$ cat config.mk
export PLATFORM = sky130hd
export DESIGN_NAME = multicycle_controller_flat
export DESIGN_NICKNAME = d
export VERILOG_FILES = /design/src/rtl/multicycle_controller_if.sv /design/src/rtl/multicycle_controller.sv /design/src/flat_wrapper.sv
export SDC_FILE = /design/constraint.sdc
export NUM_CORES = 1
export LEC_CHECK = 0
export BUFFER_PORTS_ARGS = -buffer_cell sky130_fd_sc_hd__buf_2
export CAP_MARGIN = 40
export CORE_MARGIN = 3
export CORE_UTILIZATION = 48
export CTS_BUF_LIST = sky130_fd_sc_hd__clkbuf_16
export CTS_CLUSTER_DIAMETER = 80
export DETAILED_ROUTE_END_ITERATION = 10
export PLACE_DENSITY_LB_ADDON = 0.12
export SLEW_MARGIN = 20
export SYNTH_ARGS = -nofsm -noshare
export SYNTH_HDL_FRONTEND = slang
export SYNTH_SLANG_ARGS = --single-unit
$ cat constraint.sdc
create_clock -name CLK -period 4 [get_ports CLK]
set_input_delay 0.8 -clock CLK [delete_from_list [all_inputs] [get_ports CLK]]
set_output_delay 0.8 -clock CLK [all_outputs]
set_load 0.01 [all_outputs]
$ cat src/rtl/multicycle_controller_if.sv
// Control/status bundle between the multicycle RV32I controller and its datapath.
// The master side is the controller; the slave side is the datapath.
interface multicycle_controller_if;
  logic       EN;
  logic [6:0] op;
  logic [2:0] funct3;
  logic       funct7b5;
  logic       Zero;
  logic       MemReady;
  logic       PCWrite;
  logic       AdrSrc;
  logic       MemWrite;
  logic       IRWrite;
  logic [1:0] ResultSrc;
  logic [1:0] ALUSrcA;
  logic [1:0] ALUSrcB;
  logic [2:0] ALUControl;
  logic [1:0] ImmSrc;
  logic       RegWrite;
  logic       Illegal;
  logic [3:0] State;

  modport master (
    input  EN, op, funct3, funct7b5, Zero, MemReady,
    output PCWrite, AdrSrc, MemWrite, IRWrite, ResultSrc, ALUSrcA, ALUSrcB,
           ALUControl, ImmSrc, RegWrite, Illegal, State
  );

  modport slave (
    output EN, op, funct3, funct7b5, Zero, MemReady,
    input  PCWrite, AdrSrc, MemWrite, IRWrite, ResultSrc, ALUSrcA, ALUSrcB,
           ALUControl, ImmSrc, RegWrite, Illegal, State
  );
endinterface

$ cat src/rtl/multicycle_controller.sv
// Control FSM for the shared-ALU, single-memory multicycle RV32I datapath.
// Mux selects and write enables are decoded from the current state each cycle.
module multicycle_controller (
  input  logic                   CLK,
  input  logic                   RESET,
  multicycle_controller_if.master bus
);

  typedef enum logic [3:0] {
    S_FETCH    = 4'd0,
    S_DECODE   = 4'd1,
    S_MEMADR   = 4'd2,
    S_MEMREAD  = 4'd3,
    S_MEMWB    = 4'd4,
    S_MEMWRITE = 4'd5,
    S_EXECR    = 4'd6,
    S_EXECI    = 4'd7,
    S_ALUWB    = 4'd8,
    S_BEQ      = 4'd9,
    S_JAL      = 4'd10,
    S_TRAP     = 4'd11
  } state_t;

  localparam logic [2:0] ALU_ADD = 3'b000;
  localparam logic [2:0] ALU_SUB = 3'b001;
  localparam logic [2:0] ALU_AND = 3'b010;
  localparam logic [2:0] ALU_OR  = 3'b011;
  localparam logic [2:0] ALU_SLT = 3'b101;

  state_t     state_q;
  logic       illegal_q;
  logic       pc_write, ir_write, mem_write, reg_write;
  logic       adr_src;
  logic [1:0] result_src, src_a, src_b, imm_src;
  logic [2:0] alu_ctl;

  function automatic logic [2:0] funct_alu(input logic [2:0] f3, input logic op5,
                                           input logic f7b5);
    logic [2:0] ctl;
    case (f3)
      3'b000:  ctl = (op5 && f7b5) ? ALU_SUB : ALU_ADD;
      3'b010:  ctl = ALU_SLT;
      3'b110:  ctl = ALU_OR;
      3'b111:  ctl = ALU_AND;
      default: ctl = ALU_ADD;
    endcase
    return ctl;
  endfunction

  // NOTE: state uses non-blocking assignments and an asynchronous reset so
  // every register samples its pre-edge value and clears without a clock.
  always_ff @(posedge CLK or negedge RESET) begin
    if (!RESET) begin
      state_q   <= S_FETCH;
      illegal_q <= 1'b0;
    end else if (bus.EN) begin
      case (state_q)
        S_FETCH:    if (bus.MemReady) state_q <= S_DECODE;
        S_DECODE: begin
          case (bus.op)
            7'b0000011, 7'b0100011: state_q <= S_MEMADR;
            7'b0110011:             state_q <= S_EXECR;
            7'b0010011:             state_q <= S_EXECI;
            7'b1100011:             state_q <= S_BEQ;
            7'b1101111:             state_q <= S_JAL;
            default: begin
              state_q   <= S_TRAP;
              illegal_q <= 1'b1;
            end
          endcase
        end
        S_MEMADR:   state_q <= bus.op[5] ? S_MEMWRITE : S_MEMREAD;
        S_MEMREAD:  if (bus.MemReady) state_q <= S_MEMWB;
        S_MEMWRITE: if (bus.MemReady) state_q <= S_FETCH;
        S_EXECR, S_EXECI, S_JAL:      state_q <= S_ALUWB;
        S_MEMWB, S_ALUWB, S_BEQ:      state_q <= S_FETCH;
        S_TRAP:     state_q <= S_TRAP;
        default:    state_q <= S_FETCH;
      endcase
    end
  end

  // NOTE: every output gets a default before the case so no path leaves a
  // signal unassigned, which would otherwise infer a latch.
  always_comb begin
    pc_write   = 1'b0;
    ir_write   = 1'b0;
    mem_write  = 1'b0;
    reg_write  = 1'b0;
    adr_src    = 1'b0;
    result_src = 2'b00;
    src_a      = 2'b00;
    src_b      = 2'b00;
    alu_ctl    = ALU_ADD;
    case (state_q)
      S_FETCH: begin
        src_b      = 2'b10;
        result_src = 2'b10;
        ir_write   = bus.MemReady;
        pc_write   = bus.MemReady;
      end
      S_DECODE: begin
        src_a = 2'b01;
        src_b = 2'b01;
      end
      S_MEMADR: begin
        src_a = 2'b10;
        src_b = 2'b01;
      end
      S_MEMREAD:  adr_src = 1'b1;
      S_MEMWB: begin
        result_src = 2'b01;
        reg_write  = 1'b1;
      end
      S_MEMWRITE: begin
        adr_src   = 1'b1;
        mem_write = 1'b1;
      end
      S_EXECR: begin
        src_a   = 2'b10;
        alu_ctl = funct_alu(bus.funct3, bus.op[5], bus.funct7b5);
      end
      S_EXECI: begin
        src_a   = 2'b10;
        src_b   = 2'b01;
        alu_ctl = funct_alu(bus.funct3, bus.op[5], bus.funct7b5);
      end
      S_ALUWB:    reg_write = 1'b1;
      S_BEQ: begin
        src_a    = 2'b10;
        alu_ctl  = ALU_SUB;
        pc_write = bus.Zero;
      end
      S_JAL: begin
        src_a    = 2'b01;
        src_b    = 2'b10;
        pc_write = 1'b1;
      end
      default: ;
    endcase
  end

  always_comb begin
    case (bus.op)
      7'b0100011: imm_src = 2'b01;
      7'b1100011: imm_src = 2'b10;
      7'b1101111: imm_src = 2'b11;
      default:    imm_src = 2'b00;
    endcase
  end

  // Enables are also gated by RESET so they stay low for the whole reset pulse.
  assign bus.PCWrite    = pc_write  & bus.EN & RESET;
  assign bus.IRWrite    = ir_write  & bus.EN & RESET;
  assign bus.MemWrite   = mem_write & bus.EN & RESET;
  assign bus.RegWrite   = reg_write & bus.EN & RESET;
  assign bus.AdrSrc     = adr_src;
  assign bus.ResultSrc  = result_src;
  assign bus.ALUSrcA    = src_a;
  assign bus.ALUSrcB    = src_b;
  assign bus.ALUControl = alu_ctl;
  assign bus.ImmSrc     = imm_src;
  assign bus.Illegal    = illegal_q;
  assign bus.State      = state_q;

endmodule

$ cat src/flat_wrapper.sv
// flat-port wrapper written by rule: the top's interface ports become plain ports
module multicycle_controller_flat 
  (CLK, RESET, bus_EN, bus_op, bus_funct3, bus_funct7b5, bus_Zero, bus_MemReady, bus_PCWrite, bus_AdrSrc, bus_MemWrite, bus_IRWrite, bus_ResultSrc, bus_ALUSrcA, bus_ALUSrcB, bus_ALUControl, bus_ImmSrc, bus_RegWrite, bus_Illegal, bus_State);
  multicycle_controller_if bus_i ();
  input  logic CLK;
  input  logic RESET;
  input wire logic [$bits(bus_i.EN)-1:0] bus_EN;
  input wire logic [$bits(bus_i.op)-1:0] bus_op;
  input wire logic [$bits(bus_i.funct3)-1:0] bus_funct3;
  input wire logic [$bits(bus_i.funct7b5)-1:0] bus_funct7b5;
  input wire logic [$bits(bus_i.Zero)-1:0] bus_Zero;
  input wire logic [$bits(bus_i.MemReady)-1:0] bus_MemReady;
  output wire logic [$bits(bus_i.PCWrite)-1:0] bus_PCWrite;
  output wire logic [$bits(bus_i.AdrSrc)-1:0] bus_AdrSrc;
  output wire logic [$bits(bus_i.MemWrite)-1:0] bus_MemWrite;
  output wire logic [$bits(bus_i.IRWrite)-1:0] bus_IRWrite;
  output wire logic [$bits(bus_i.ResultSrc)-1:0] bus_ResultSrc;
  output wire logic [$bits(bus_i.ALUSrcA)-1:0] bus_ALUSrcA;
  output wire logic [$bits(bus_i.ALUSrcB)-1:0] bus_ALUSrcB;
  output wire logic [$bits(bus_i.ALUControl)-1:0] bus_ALUControl;
  output wire logic [$bits(bus_i.ImmSrc)-1:0] bus_ImmSrc;
  output wire logic [$bits(bus_i.RegWrite)-1:0] bus_RegWrite;
  output wire logic [$bits(bus_i.Illegal)-1:0] bus_Illegal;
  output wire logic [$bits(bus_i.State)-1:0] bus_State;
  assign bus_i.EN = bus_EN;
  assign bus_i.op = bus_op;
  assign bus_i.funct3 = bus_funct3;
  assign bus_i.funct7b5 = bus_funct7b5;
  assign bus_i.Zero = bus_Zero;
  assign bus_i.MemReady = bus_MemReady;
  assign bus_PCWrite = bus_i.PCWrite;
  assign bus_AdrSrc = bus_i.AdrSrc;
  assign bus_MemWrite = bus_i.MemWrite;
  assign bus_IRWrite = bus_i.IRWrite;
  assign bus_ResultSrc = bus_i.ResultSrc;
  assign bus_ALUSrcA = bus_i.ALUSrcA;
  assign bus_ALUSrcB = bus_i.ALUSrcB;
  assign bus_ALUControl = bus_i.ALUControl;
  assign bus_ImmSrc = bus_i.ImmSrc;
  assign bus_RegWrite = bus_i.RegWrite;
  assign bus_Illegal = bus_i.Illegal;
  assign bus_State = bus_i.State;
  multicycle_controller u_core (.CLK(CLK), .RESET(RESET), .bus(bus_i));
endmodule
==> results of run 1 <==
cell usage after synthesis, types with 2 or more instances:
cell type  number  area share (%)
xor2_1          2             2.4
nand2_1        10             5.1
o21ai_1         3             2.1
a21oi_1         8             5.5
nand2b_1        3             2.6
dfrtp_1         5              17
a211oi_1        2             2.1
a31oi_1         2             1.7
buf_6           2             3.1
inv_2           2             1.0
buf_2           3             2.1
nor2_1          9             4.6
nand3_1        11             7.5
buf_4           3             3.1
nor3_1          6             4.1
o21ai_0         2             1.4
layout make-up:
type | instances | area (um^2) | area share (%)
Multi-Input combinational cell | 86 | 534 | 56.3
Timing Repair Buffer | 36 | 180 | 19.0
Sequential cell | 5 | 125 | 13.2
Clock buffer | 3 | 75.1 | 7.91
Tap cell | 15 | 18.8 | 1.98
Inverter | 3 | 11.3 | 1.19
Clock inverter | 1 | 5.00 | 0.527
worst reg2reg max path, stage by stage, from the launching register on:
cell	delay, ns
dfrtp_1	0.78
nor2b_2	0.32
nand2_1	0.09
o211a_1	0.23
mux2_4	0.30
registers in the layout, indices dropped and copies added, names as in the netlist:
register	flops
u_core.bus.State	4
u_core.bus.Illegal	1
cell usage in the layout, fill, tap and decap left out, types with 2 or more instances in the layout:
master / Yosys / final
a211oi_1: 2 / 2
a21oi_1: 8 / 8
a31oi_1: 2 / 2
buf_2: 3 / 36
clkbuf_16: 0 / 3
dfrtp_1: 5 / 5
inv_2: 2 / 2
nand2_1: 10 / 10
nand2b_1: 3 / 3
nand3_1: 11 / 11
nor2_1: 9 / 9
nor3_1: 6 / 6
o21ai_0: 2 / 2
o21ai_1: 3 / 3
xor2_1: 2 / 2
metrics by stage:
step | total power [uW] | util (%) | setup slack, ns | instances
floorplan | 470 | - | 1.64 | 102
CTS | 728 | 69.5 | 1.35 | 149
global route | 788 | 69.5 | 1.23 | 149
global placement | 555 | 63.6 | 1.49 | 145
finish | 726 | 69.5 | 1.36 | 149
detailed placement | 560 | 63.6 | 1.49 | 145
logic make-up after synthesis:
family | share of synthesized area, %
compound gates | 27.6
simple gates | 38.5
flops | 17.1
xor+xnor | 3.60
buf+inv | 9.76
mux | 3.42
layer usage:
metal  track usage, %  vias to the layer above  share of wire [%]
li1                 -                      440                  -
met1             28.2                      403                 44
met2             36.4                       45                 48
met3             5.18                        2                7.9
met4             8.77                        0               0.46
met5                0                        -                  0
worst paths after layout:
check | to | depth (start not counted)
worst max-delay path | bus_PCWrite | 4
worst min-delay path | u_core.bus.State[1]$_DFFE_PN0P_ | 1
worst max register to register | u_core.bus.State[2]$_DFFE_PN0P_ | 4
worst min register to register | u_core.bus.Illegal$_DFFE_PN0P_ | 1
max in group asynchronous | u_core.bus.State[3]$_DFFE_PN0P_ | 1
min in group CLK | u_core.bus.Illegal$_DFFE_PN0P_ | 1
where the power goes:
part / internal, uW / leakage [uW] / total, uW / switching, uW
combinational: 184 / 0.000344 / 395 / 211
sequential: 69.4 / 0.0000587 / 167 / 97.9
clock: 131 / 0.0000409 / 163 / 32.9
total: 384 / 0.000444 / 726 / 342
==> metrics.cfg, run 1 <==
[setup_path]
r2r-start=u_core.bus.State[0]$_DFFE_PN0P_
crit_arrival_ns=1.84
path_cells=inv_2 -> or3_4 -> a211oi_2 -> buf_2
cpPeakStageDelay_ns=0.63
cp_max_fo=14
cpMaxStageDelayCell=dfrtp_1
r2r_setup_slack_ns=2.17
crit_path_start_kind=flop
worstPathRequired_ns=3.20
cp_top_family=flip-flops
cp_num_buf_inv=2
critPathKind=reg -> out
crit_path_start=u_core.bus.State[1]$_DFFE_PN0P_
cp-end-kind=output port

[global_routing]
grt_overflow=0
grt_pass1_vias=808
grt_pass1_wl_um=3380
antenna_found_initial=0
grt_max_degree=23
grt_util_all_layers_pct=22.3

[logic_synthesis]
synth_edf_count=0
avgSynthCellArea_um2=7.16
syn-cell-area_um2=731
netlist_instances=102
syn_nets=118
yosys_register_bits=5
ys.flop_type=dfrtp_1
ys_warn_count=0
synth_cell_types=45
synthArstFlopShare_pct=100
synth-seq-area-share_pct=17.1

[die]
die_x_um=45.0
start_util_pct=53.5
die-area_mm2=0.00203
coreArea_mm2=0.00137
num_rows=13
die_y_um=45.0
io_pins=37

[routing]
ant_nets=0
dr.pass1.iters=4
drt-initial-drc-count=28
wirelength_um=1970
routedWlPerCell_um=13.2
drc=0
via_per_inst=5.97
num_vias=890

[timing]
finalHoldViolCount=0
finalMaxSlewViolations=0
rsz0062_at_grt=false
fmax_mhz=378
tns_ns=0
finClkSkew_ns=0.000673
finalCritPeriodShare_pct=66.1
holdWs_ns=0.394
worst_pin_slew_ns=0.691
layout_min_cycle_time_ns=2.64
setup_viol=0
slew_headroom_pct=53.9

[pwr]
p_leak_uw=0.000444
powerDensity_mw_per_mm2=765
vdd_drop_max_mv=0.553

[clock_network]
clkSinkCount=5
htree_levels=1
cts_tree=yes
clk_pin_slew_worst_paths_ns=0.03
numCtsBuffers=3
clock_latency_ns=0.23
holdBufCountCts=0
cts_resized=0
root_buffer=clkbuf_16
cts_buffer_depth=2
cts_setup_buffers=0

[finish]
stdcell_area_um2=950
syn_to_final_growth_pct=30.0
antenna_cells=0
fin_nets=151
drive_gt1_share_pct=36.6
fillCellCount=122

[placement]
dp_hpwl_um=1410
gp_congestion=0.805
dpl_cell_area_um2=870
io_buffers=36

[outcome]
outcome=finished, final reports clean

[worst_hold_path]
hold_class=in -> async

[flow_run]
max-cap-violations=0

(Power assumes the default switching activity.)
==> run 2, diff against run 1 <==
--- a/config.mk
+++ b/config.mk
@@ -8,7 +8,7 @@
 export BUFFER_PORTS_ARGS = -buffer_cell sky130_fd_sc_hd__buf_2
 export CAP_MARGIN = 40
 export CORE_MARGIN = 3
-export CORE_UTILIZATION = 48
+export CORE_UTILIZATION = 44
 export CTS_BUF_LIST = sky130_fd_sc_hd__clkbuf_16
 export CTS_CLUSTER_DIAMETER = 80
 export DETAILED_ROUTE_END_ITERATION = 10
==> constraint.sdc (replaced) <==
create_clock -name CLK -period 2.5 [get_ports CLK]
set_input_delay 0.5 -clock CLK [delete_from_list [all_inputs] [get_ports CLK]]
set_output_delay 0.5 -clock CLK [all_outputs]
set_load 0.01 [all_outputs]
==> metrics.cfg, run 2 (same netlist as run 1, synthesis figures left out) <==
[outcome]
outcome=finished, final reports clean

[finish]
drive_gt1_share_pct=36.8
multi_input_area_um2=534
largest_reg_flops=4
ff_latch_area_um2=125
fin_nets=153
final_common_cell=buf_2
fillCellCount=145
stdcell_area_um2=965
antenna_cells=0
syn_to_final_growth_pct=32.0
layout_common_cells=buf_2 (36), nand3_1 (11), nand2_1 (10), nor2_1 (9), a21oi_1 (8)

[routing]
wirelength_um=2150
routedWlPerCell_um=14.1
drc=0
num_vias=886
ant_nets=0
drt-initial-drc-count=33
via_per_inst=5.83
dr.pass1.iters=4

[pwr]
powerDensity_mw_per_mm2=1240
p_leak_uw=0.000456
p_int_uw=633
pwr-share-comb_pct=59.8
seqPwrFrac_pct=18.7
vdd_drop_max_mv=0.766
net-switching-power_uw=564
sw_frac_of_total_pct=47.1
p_clk_share_pct=21.5

[global_routing]
grt_max_degree=23
grt_util_all_layers_pct=20.8
grt_pass1_vias=814
grt_pass1_wl_um=3350
grt_overflow=0
antenna_found_initial=0

[die]
coreArea_mm2=0.00154
die_x_um=46.8
die_y_um=46.8
num_rows=14
io_pins=37
die-area_mm2=0.00219
start_util_pct=47.4

[clock_network]
htree_levels=1
clk_pin_slew_worst_paths_ns=0.03
clock_latency_ns=0.23
root_buffer=clkbuf_16
cts_setup_buffers=0
cts_tree=yes
holdBufCountCts=0
numCtsBuffers=3
cts_buffer_depth=2
clkSinkCount=5
cts_resized=0

[setup_path]
worstPathRequired_ns=2.00
path_cells=nand3_1 -> o21ai_1 -> nand2_1 -> a211oi_2 -> buf_2
cp-end-kind=output port
crit_arrival_ns=1.69
cpMaxStageDelayCell=dfrtp_1
crit_path_start_kind=flop
cpPeakStageDelay_ns=0.76
critPathKind=reg -> out
cp_max_fo=22

[flow_run]
max-cap-violations=0

[timing]
finalMaxSlewViolations=0
slew_headroom_pct=55.8
finClkSkew_ns=0.00248
finalCritPeriodShare_pct=87.7
tns_ns=0
setup_viol=0
finalHoldViolCount=0
rsz0062_at_grt=false
fmax_mhz=456
worst_pin_slew_ns=0.664
layout_min_cycle_time_ns=2.19

[placement]
dpl_cell_area_um2=886
dp_hpwl_um=1610
io_buffers=36
gp_congestion=0.786

[worst_hold_path]
hold_class=in -> async

run 2: cell count changes in the layout (fill, tap and decap cells not counted), sizes merged:
cell / before / now
buf: 36 / 38
clkinv: 1 / 0
inv: 3 / 4
run 2: power by group through the flow:
stage	Sequential, uW	Combinational, uW	Clock, uW
after floorplan	161	590	0
after global placement	220	700	0
after detailed placement	222	707	0
after CTS	224	714	260
after global routing	239	781	268
final	224	715	257
run 2: through the flow:
stage                     instances  power [uW]  hold WS (ns)  worst slack [ns]  util (%)
after floorplan                 102         752         0.204             0.737         -
after global placement          148         920         0.339             0.591      57.5
after detailed placement        148         929         0.338             0.551      57.5
after CTS                       152        1200         0.104             0.305      62.6
after global routing            152        1290         0.111             0.206      62.6
final                           152        1200        0.0993             0.306      62.6
run 2: cell type report:
| type | count | area share [%] |
|---|---|---|
| Timing Repair Buffer | 38 | 20.2 |
| Clock inverter | 1 | 0.389 |
| Sequential cell | 5 | 13.0 |
| Clock buffer | 3 | 7.78 |
| Multi-Input combinational cell | 86 | 55.4 |
| Tap cell | 16 | 2.08 |
| Inverter | 3 | 1.17 |
run 2: worst max-delay path: cells and delay by family (launching register included):
family	cells	cell delay, ns
DFF	1	0.76
buffers and inverters	1	0.16
and+or+nand+nor	2	0.22
AOI/OAI and AO/OA	2	0.33
run 2: path summary, 6_finish.rpt:
| check | start | endpoint | slack [ns] | depth (start not counted) |
|---|---|---|---|---|
| worst min-delay path | RESET | u_core.bus.State[1]$_DFFE_PN0P_ | 0.1 | 1 |
| min in group CLK | u_core.bus.Illegal$_DFFE_PN0P_ | u_core.bus.Illegal$_DFFE_PN0P_ | 0.46 | 1 |
| worst max register to register | u_core.bus.State[0]$_DFFE_PN0P_ | u_core.bus.State[2]$_DFFE_PN0P_ | 0.68 | 4 |
| max in group asynchronous | RESET | u_core.bus.Illegal$_DFFE_PN0P_ | 2.25 | 1 |
| worst max-delay path | u_core.bus.State[0]$_DFFE_PN0P_ | bus_PCWrite | 0.31 | 5 |
| worst min register to register | u_core.bus.Illegal$_DFFE_PN0P_ | u_core.bus.Illegal$_DFFE_PN0P_ | 0.46 | 1 |
run 2: per-layer routing:
metal | part of all wire [%] | global-route usage [%] | routed length, um | vias to the layer above
met3 | 7.0 | 5.36 | 150 | 0
met5 | 0 | 0 | 0 | -
li1 | - | - | - | 448
met1 | 43 | 25.9 | 921 | 408
met2 | 50 | 36.8 | 1080 | 30
met4 | 0 | 3.31 | 0 | 0
==> run 3, diff against run 2 <==
--- a/config.mk
+++ b/config.mk
@@ -5,10 +5,11 @@
 export SDC_FILE = /design/constraint.sdc
 export NUM_CORES = 1
 export LEC_CHECK = 0
+export ABC_AREA = 1
 export BUFFER_PORTS_ARGS = -buffer_cell sky130_fd_sc_hd__buf_2
 export CAP_MARGIN = 40
 export CORE_MARGIN = 3
-export CORE_UTILIZATION = 44
+export CORE_UTILIZATION = 41
 export CTS_BUF_LIST = sky130_fd_sc_hd__clkbuf_16
 export CTS_CLUSTER_DIAMETER = 80
 export DETAILED_ROUTE_END_ITERATION = 10
==> metrics.cfg, run 3 <==
[finish]
final_common_cell=buf_2
drive_gt1_share_pct=33.1
post-route-util_pct=65.2
syn_to_final_growth_pct=46.9
fillCellCount=134
layout_common_cells=buf_2 (36), nand2_1 (29), nor2_1 (19), inv_1 (18)
antenna_cells=0
fin_nets=162
largest_reg_flops=4
stdcell_count=160

[setup_path]
cp-end-kind=output port
path_cells=inv_2 -> nor2_2 -> inv_1 -> nor2_1 -> nand2_1 -> a31oi_1 -> buf_2
critPathKind=reg -> out
worstPathRequired_ns=2.00
cp_max_fo=6
cpMaxStageDelayCell=dfrtp_1
crit_path_start_kind=flop
crit_arrival_ns=1.49
reg2reg_depth=6
cpPeakStageDelay_ns=0.43
r2r_setup_slack_ns=1.10

[global_routing]
grt_max_degree=9
grt_pass1_vias=654
grt_util_all_layers_pct=17.4
grt_pass1_wl_um=2600
grt_overflow=0
antenna_found_initial=0

[flow_run]
max-cap-violations=0

[timing]
fmax_mhz=503
holdWs_ns=0.0905
slew_headroom_pct=83.8
layout_min_cycle_time_ns=1.99
finClkSkew_ns=0.00223
setup_viol=0
finalCritPeriodShare_pct=79.5
tns_ns=0
worst_pin_slew_ns=0.244
rsz0062_at_grt=false
finalMaxSlewViolations=0
finalHoldViolCount=0

[logic_synthesis]
synth_common_cells=nand2_1 (29), nor2_1 (19), inv_1 (17)
yosysTopAreaCellShare_pct=21.1
yosysMostFrequentCell=nand2_1
synth_cell_types=20
synthArstFlopShare_pct=100
yosys_register_bits=5
synth_edf_count=0
ys_warn_count=0
synth-seq-area-share_pct=21.1
synth_area_leaders=dfrtp_1 (21%), nand2_1 (18%), nor2_1 (12%)
netlist_instances=105
ys.flop_type=dfrtp_1
avgSynthCellArea_um2=5.64
syn-cell-area_um2=592
syn_nets=121
yosysTopAreaCell=dfrtp_1

[outcome]
outcome=finished, final reports clean

[clock_network]
numCtsBuffers=3
holdBufCountCts=0
clk_pin_slew_worst_paths_ns=0.03
clkSinkCount=5
root_buffer=clkbuf_16
cts_resized=0
cts_buffer_depth=2
cts_tree=yes
cts_setup_buffers=0
htree_levels=1
clock_latency_ns=0.22

[routing]
drc=0
routedWlPerCell_um=9.84
dr.pass1.iters=4
drt-initial-drc-count=11
ant_nets=0
via_per_inst=4.66
wirelength_um=1580
num_vias=745

[die]
num_rows=13
die_x_um=44.0
die_y_um=44.0
die-area_mm2=0.00194
coreArea_mm2=0.00133
start_util_pct=44.4
io_pins=37

[placement]
dpl.cell_count=156
gp_congestion=0.826
io_buffers=36
dp_hpwl_um=1310

[pwr]
p_leak_uw=0.000507
finalPower_uw=951
vdd_drop_max_mv=0.819
powerDensity_mw_per_mm2=1090

[worst_hold_path]
hold_class=in -> async

==> run 3: changes by cell type in the layout (fill, tap and decap cells not counted), moves of 2 or more <==
cell | previous run | this run
nor2_4 | 0 | 2
nor3_1 | 6 | 3
inv_1 | 2 | 18
nand3_1 | 11 | 3
nand2b_1 | 3 | 0
buf_4 | 2 | 0
o21ai_1 | 3 | 5
nand2_1 | 10 | 29
o21ai_0 | 2 | 5
nor2_1 | 9 | 19
xor2_1 | 2 | 0
nand2_2 | 0 | 2
a21oi_1 | 8 | 5
==> run 3: kinds of logic (layout without fill, tap and decap cells) <==
kind of cell / count (synthesis) / in the layout / synth area share, %
simple gates: 60 / 60 / 43.8
flops: 5 / 5 / 21.1
buf+inv: 19 / 59 / 12.1
compound gates: 21 / 21 / 23.0
==> run 3: area by class of cell <==
| type | count | area, um^2 | area share (%) |
|---|---|---|---|
| clock buffer | 3 | 75.1 | 8.63 |
| inverter | 19 | 71.3 | 8.20 |
| timing repair buffer | 36 | 180 | 20.7 |
| clock inverter | 1 | 3.75 | 0.432 |
| tap | 15 | 18.8 | 2.16 |
| sequential | 5 | 125 | 14.4 |
| multi-input combinational | 81 | 395 | 45.5 |
==> run 3: worst max-delay path, delay by kind of cell, from the launching register on <==
kind | cells | cell delay (ns)
AO/OA/AOI/OAI | 1 | 0.12
buffers and inverters | 3 | 0.27
flip-flops | 1 | 0.43
AND/OR/NAND/NOR | 3 | 0.43
==> run 3: power by group <==
group	internal (uW)	switching (uW)
clock	207	46.5
combinational	199	337
sequential	112	50.4
total	517	434
==> run 3: final timing paths <==
path | start | endpoint
min in group CLK | u_core.bus.Illegal$_DFFE_PN0P_ | u_core.bus.Illegal$_DFFE_PN0P_
max in group asynchronous | RESET | u_core.bus.State[2]$_DFFE_PN0P_
worst max register to register | u_core.bus.State[3]$_DFFE_PN0P_ | u_core.bus.State[2]$_DFFE_PN0P_
worst min register to register | u_core.bus.Illegal$_DFFE_PN0P_ | u_core.bus.Illegal$_DFFE_PN0P_
worst max-delay path | u_core.bus.State[0]$_DFFE_PN0P_ | bus_PCWrite
worst min-delay path | RESET | u_core.bus.State[3]$_DFFE_PN0P_
==> run 3: metrics by stage <==
stage          worst slack, ns  cell area (um^2)
6_report                 0.512               870
5_1_grt                  0.289               870
4_1_cts                  0.495               870
3_5_place_dp             0.739               791
3_3_place_gp             0.742               791
2_1_floorplan            0.801               592
==> run 3: metal layers <==
metal  track usage [%]  vias up  routed length (um)
li1                  -      411                   -
met1              23.6      309                 709
met2              27.3       25                 732
met3              3.73        0                 134
met4              5.42        0                   0
met5                 0        -                   0
